`config.mk`:
```
export PLATFORM = sky130hd
export DESIGN_NAME = vga_scan_ctrl
export DESIGN_NICKNAME = d
export VERILOG_FILES = /design/src/rtl/vga_scan_ctrl.sv
export SDC_FILE = /design/constraint.sdc
export NUM_CORES = 1
export LEC_CHECK = 0
export ABC_CLOCK_PERIOD_IN_PS = 3400
export BUFFER_PORTS_ARGS = -buffer_cell sky130_fd_sc_hd__buf_2
export CAP_MARGIN = 20
export CORE_ASPECT_RATIO = 1.5
export CORE_MARGIN = 2
export CORE_UTILIZATION = 30
export CTS_CLUSTER_SIZE = 14
export DETAILED_ROUTE_END_ITERATION = 10
export GPL_ROUTABILITY_DRIVEN = 0
export PLACE_DENSITY = 0.47
export SLEW_MARGIN = 20
export SYNTH_ARGS = -nofsm -noshare
export SYNTH_HDL_FRONTEND = slang
export SYNTH_SLANG_ARGS = --single-unit
```
`constraint.sdc`:
```
create_clock -name i_clk -period 3.4 [get_ports i_clk]
set_input_delay 0.85 -clock i_clk [delete_from_list [all_inputs] [get_ports i_clk]]
set_output_delay 0.85 -clock i_clk [all_outputs]
set_load 0.05 [all_outputs]
```
`src/rtl/vga_scan_ctrl.sv`:
```
// vga_scan_ctrl: 640x480@60 Hz raster timing, game-cell coordinate source,
// and registered DAC output stage (pixel, syncs, blanking, frame tick).
// Optional feature: define VGA_BORDER_EN to force a white one-cell border.
module vga_scan_ctrl #(
    parameter int unsigned H_VIS  = 640,
    parameter int unsigned H_FP   = 16,
    parameter int unsigned H_SYNC = 96,
    parameter int unsigned H_BP   = 48,
    parameter int unsigned V_VIS  = 480,
    parameter int unsigned V_FP   = 10,
    parameter int unsigned V_SYNC = 2,
    parameter int unsigned V_BP   = 33
) (
    input  logic        i_clk,
    input  logic        i_rst_n,
    output logic [6:0]  o_game_x,
    output logic [6:0]  o_game_y,
    output logic [3:0]  o_grid_x,
    output logic [3:0]  o_grid_y,
    input  logic [23:0] i_rgb,
    output logic [23:0] o_rgb,
    output logic        o_hs,
    output logic        o_vs,
    output logic        o_blank_n,
    output logic        o_frame_tick
);
    localparam int unsigned H_TOT = H_VIS + H_FP + H_SYNC + H_BP;
    localparam int unsigned V_TOT = V_VIS + V_FP + V_SYNC + V_BP;
    localparam int unsigned HW    = $clog2(H_TOT);
    localparam int unsigned VW    = $clog2(V_TOT);

    localparam logic [HW-1:0] H_LAST  = HW'(H_TOT - 1);
    localparam logic [HW-1:0] H_VIS_C = HW'(H_VIS);
    localparam logic [HW-1:0] HS_BEG  = HW'(H_VIS + H_FP);
    localparam logic [HW-1:0] HS_END  = HW'(H_VIS + H_FP + H_SYNC - 1);
    localparam logic [VW-1:0] V_LAST  = VW'(V_TOT - 1);
    localparam logic [VW-1:0] V_VIS_C = VW'(V_VIS);
    localparam logic [VW-1:0] VS_BEG  = VW'(V_VIS + V_FP);
    localparam logic [VW-1:0] VS_END  = VW'(V_VIS + V_FP + V_SYNC - 1);
    localparam logic [3:0]    PIX_LAST = 4'd9;

    logic [HW-1:0] h_q, h_d;
    logic [VW-1:0] v_q, v_d;
    logic          line_end;

    // free-running cell/pixel counters; gated to zero into the output registers
    logic [6:0] cx_q, cx_d, cy_q, cy_d;
    logic [3:0] px_q, px_d, py_q, py_d;

    logic [6:0] game_x_q, game_x_d, game_y_q, game_y_d;
    logic [3:0] grid_x_q, grid_x_d, grid_y_q, grid_y_d;
    logic       vis_d;

    logic        vis_s0;
    logic [23:0] rgb_q, rgb_d;
    logic        hs_q, hs_d, vs_q, vs_d, blank_n_q, blank_n_d, tick_q, tick_d;

    // Stage 0: raster counters and parallel cell/pixel coordinate counters
    always_comb begin
        line_end = (h_q == H_LAST);
        h_d      = line_end ? '0 : h_q + 1'b1;
        v_d      = v_q;
        if (line_end) begin
            v_d = (v_q == V_LAST) ? '0 : v_q + 1'b1;
        end

        cx_d = cx_q;
        px_d = px_q;
        if (h_d == '0) begin
            cx_d = '0;
            px_d = '0;
        end else if (h_d < H_VIS_C) begin
            if (px_q == PIX_LAST) begin
                px_d = '0;
                cx_d = cx_q + 7'd1;
            end else begin
                px_d = px_q + 4'd1;
            end
        end

        cy_d = cy_q;
        py_d = py_q;
        if (line_end) begin
            if (v_d == '0) begin
                cy_d = '0;
                py_d = '0;
            end else if (v_d < V_VIS_C) begin
                if (py_q == PIX_LAST) begin
                    py_d = '0;
                    cy_d = cy_q + 7'd1;
                end else begin
                    py_d = py_q + 4'd1;
                end
            end
        end

        vis_d    = (h_d < H_VIS_C) && (v_d < V_VIS_C);
        game_x_d = vis_d ? cx_d : '0;
        grid_x_d = vis_d ? px_d : '0;
        game_y_d = vis_d ? cy_d : '0;
        grid_y_d = vis_d ? py_d : '0;
    end

    // Stage 1: DAC outputs decoded from the stage-0 registers
    always_comb begin
        vis_s0 = (h_q < H_VIS_C) && (v_q < V_VIS_C);
        rgb_d  = vis_s0 ? i_rgb : '0;
`ifdef VGA_BORDER_EN
        if (vis_s0 && ((game_x_q == 7'd0) || (game_x_q == 7'd63) ||
                       (game_y_q == 7'd0) || (game_y_q == 7'd47))) begin
            rgb_d = 24'hFFFFFF;
        end
`endif
        blank_n_d = vis_s0;
        hs_d      = !((h_q >= HS_BEG) && (h_q <= HS_END));
        vs_d      = !((v_q >= VS_BEG) && (v_q <= VS_END));
        tick_d    = (h_q == '0) && (v_q == V_VIS_C);
    end

    // Register both stages
    always_ff @(posedge i_clk or negedge i_rst_n) begin
        if (!i_rst_n) begin
            h_q       <= '0;
            v_q       <= '0;
            cx_q      <= '0;
            px_q      <= '0;
            cy_q      <= '0;
            py_q      <= '0;
            game_x_q  <= '0;
            grid_x_q  <= '0;
            game_y_q  <= '0;
            grid_y_q  <= '0;
            rgb_q     <= '0;
            hs_q      <= 1'b1;
            vs_q      <= 1'b1;
            blank_n_q <= 1'b0;
            tick_q    <= 1'b0;
        end else begin
            h_q       <= h_d;
            v_q       <= v_d;
            cx_q      <= cx_d;
            px_q      <= px_d;
            cy_q      <= cy_d;
            py_q      <= py_d;
            game_x_q  <= game_x_d;
            grid_x_q  <= grid_x_d;
            game_y_q  <= game_y_d;
            grid_y_q  <= grid_y_d;
            rgb_q     <= rgb_d;
            hs_q      <= hs_d;
            vs_q      <= vs_d;
            blank_n_q <= blank_n_d;
            tick_q    <= tick_d;
        end
    end

    assign o_game_x     = game_x_q;
    assign o_grid_x     = grid_x_q;
    assign o_game_y     = game_y_q;
    assign o_grid_y     = grid_y_q;
    assign o_rgb        = rgb_q;
    assign o_hs         = hs_q;
    assign o_vs         = vs_q;
    assign o_blank_n    = blank_n_q;
    assign o_frame_tick = tick_q;

endmodule

```
==> summary.md <==
| Metric | Value |
|---|---|
| R2R cell count | `7` |
| Status | `finished clean` |
| Syn Nets | `429` |
| Reg2reg start | `h_q[7]$_DFF_PN0_` |
| Combinational power share | `5.3%` |
| Drt pass-1 iters | `4` |
| Crit. End Element | `register` |
| Post-CTS sizing | `0` |
| Die height | `154 um` |
| RSZ-0062 raised after global routing | `false` |
| P&R area growth vs syn | `18.0%` |
| Post-synth EDFFs | `0` |
| Setup violators final | `0` |
| Max Buffers Root-to-Sink | `2` |
| Num CTS Buffers | `9` |
| Critical path peak fanout | `11` |
| Register area share after synthesis | `51.5%` |
| Largest net degree at the start of global routing | `48` |
| Setup Buffers After CTS | `0` |
| Routed WL | `10100 um` |
| Later-pin clock latency in the skew report | `0.34 ns` |
| Fin crit period | `2.99 ns` |
| Syn_area_per_cell | `11.3 um^2` |
| Clock root buffer master | `clkbuf_16` |
| Fraction of layout cells with a size suffix above 1 | `28.7%` |
| Static leakage | `2.31 nW` |
| DRC viols | `0` |
| Worst Setup Path Type | `register to register` |
| Post-synth top flop | `dfrtp_1` |
| Switch Pwr | `0.548 mW` |
| CTS Hold Bufs | `0` |
| Dpl ws | `0.470 ns` |
| Final period util | `87.8%` |
| First-pass GRT wire length | `16700 um` |
| Clock skew | `0.00869 ns` |
| Clock sinks | `92` |
| Seq pwr share | `50.2%` |
| VDD IR max | `0.000269 V` |
| Vias in the first global route | `3320` |
| IO buf count | `75` |
| Synth cell types | `68` |
| Yosys warns | `0` |
| Antenna cells | `0` |
| Routed len/inst | `15.2 um` |
| Synthesized area | `4470 um^2` |
| R2R setup slack | `0.41 ns` |
| CP Launch Point | `h_q[7]$_DFF_PN0_` |
| Number of DRC markers in iteration 0 | `136` |
| Switching Share | `24.7%` |
| Vias per cell | `4.91` |
| Die footprint | `15900 um^2` |
| Pwr Density | `420 nW/um^2` |
| Internal Power | `1.67 mW` |
| TritonCTS clock tree | `built` |
| Least-Margin Pin Slew | `0.880 ns` |
| Antenna viol nets, final | `0` |
| Rel. slew slack | `40.8%` |
| Clock Power Share | `44.6%` |
| Post-route setup slack | `0.415 ns` |
| GRT Total Usage | `13.1%` |
| Post-synthesis sequential element count | `92` |
| Worst hold path class | `input pin to asynchronous set/reset pin` |
| # nets final | `495` |
| Crit path arrival time | `3.24 ns` |
| Clock transition at path regs | `0.06 ns` |
| Post-DP HPWL | `7230 um` |
| Critical Path RT | `3.65 ns` |
| Startpoint class of the critical path | `register` |
| Via count | `3254` |
| Reg2reg end | `o_grid_y[1]$_DFF_PN0_` |
| Count of final max-slew check failures | `0` |
| Initial antenna violation count | `0` |
| MaxCap Viol Count | `0` |
| Initial Utilization | `30.6%` |
| Die Wd | `104 um` |
| Critical path destination | `o_grid_y[1]$_DFF_PN0_` |
| CTS H-tree depth | `3` |
| Ys async rst share | `100%` |
| Final hold vios | `0` |
| Rows | `54` |
| Grt ovf | `0` |
| Core ar. | `14600 um^2` |
| Post-Syn Instances | `396` |
| F_max | `0.335 GHz` |
| Io pins | `76` |
| Setup TNS | `0 ns` |
[cell usage in the layout, fill, tap and decap left out, types with 8 or more instances in the layout]
cell type	instances
dfrtp_1	90
nand4_1	10
a21oi_1	12
nand3_1	14
clkbuf_16	9
inv_1	17
nor3_2	10
xnor2_1	15
nor3_1	11
nand2_1	8
and2_1	26
nor2_1	24
buf_2	74
o21ai_0	13
[cells in the mapped netlist, drive strengths merged (4+ instances only)]
library cell	count	area (um^2)
and4	7	61.3
and2	26	163
a31oi	4	25.0
xnor2	15	131
nor2	25	96.4
nand4	10	62.6
nand3	15	80.1
xor2	7	61.3
and3	5	31.3
a21oi	12	60.1
a211oi	14	148
nor3	22	171
mux2i	5	50.1
dfrtp	90	2250
o21ai	13	65.1
buf	15	130
nor4	5	31.3
mux2	4	48.8
ha	7	87.6
inv	17	63.8
clkbuf	11	43.8
or3	7	43.8
nand2	8	30.0
[worst max-delay path: stages, from the launching register on]
cell       delay (ns)
dfrtp_1          0.49
nand4bb_1        0.39
nor4_1           0.66
xnor2_1          0.23
inv_1            0.24
a2111oi_0        0.41
o211ai_1         0.23
a211oi_2         0.25
[stage by stage]
stage / hold WS, ns / std cells / util (%) / total power [mW] / cell area [um^2]
after floorplan: 0.476 / 396 / - / 1.20 / 4470
after global placement: 0.507 / 647 / 34.1 / 1.25 / 4980
after detailed placement: 0.526 / 647 / 34.1 / 1.25 / 4980
after CTS: 0.538 / 663 / 36.2 / 2.25 / 5280
after global routing: 0.577 / 663 / 36.2 / 2.31 / 5280
final: 0.522 / 663 / 36.2 / 2.22 / 5280
[routing by layer]
layer  vias to the layer above  global-route usage [%]  routed length (um)
li1                       1552                       -                   -
met1                      1583                    14.9                4210
met2                       101                    23.5                5140
met3                        18                    3.18                 490
met4                         0                    5.79                 261
met5                         -                       0                   0
[state kept, by name, summed over array words and instances (netlist names), 4 cells and up]
signal and flops:
cy_q 7, o_rgb 24, v_q 10, cx_q 7
px_q 4, h_q 10, o_game_y 7, o_game_x 7
o_grid_x 4, o_grid_y 4, py_q 4
[area by class of cell]
cell class	instances	area [um^2]
fillers	1534	9320
well taps	196	245
clock inverters	6	60.1
clock buffers	10	239
inverters	17	63.8
multi-input cells	261	1930
repair buffers	81	435
flip-flops and latches	92	2300
[worst min path at each step]
stage | depth (start not counted) | slack (ns) | end | from
after floorplan | 1 | 0.48 | o_hs$_DFF_PN1_ | h_q[9]$_DFF_PN0_
after global placement | 1 | 0.51 | h_q[0]$_DFF_PN0_ | h_q[0]$_DFF_PN0_
after detailed placement | 1 | 0.53 | h_q[0]$_DFF_PN0_ | h_q[0]$_DFF_PN0_
after CTS | 1 | 0.54 | h_q[0]$_DFF_PN0_ | h_q[0]$_DFF_PN0_
after global routing | 1 | 0.58 | o_frame_tick$_DFF_PN0_ | i_rst_n
final | 1 | 0.52 | o_rgb[21]$_DFF_PN0_ | i_rst_n
[logic make-up after synthesis]
group / after synthesis / synth area share [%]
DFF: 92 / 51.5
and+or+nand+nor: 156 / 22.9
buffers and inverters: 43 / 5.32
xor gates and xnor gates: 22 / 4.31
adders and majority gates: 7 / 1.96
AOI/OAI and AO/OA: 67 / 11.8
muxes: 9 / 2.21
[power groups by stage]
stage | Sequential, mW | Clock (mW) | Combinational, mW
after floorplan | 1.19 | 0 | 0.00910
after global placement | 1.13 | 0 | 0.120
after detailed placement | 1.13 | 0 | 0.121
after CTS | 1.11 | 1.02 | 0.120
after global routing | 1.11 | 1.07 | 0.127
final | 1.11 | 0.987 | 0.116
Power figures use the tool's default switching activity.
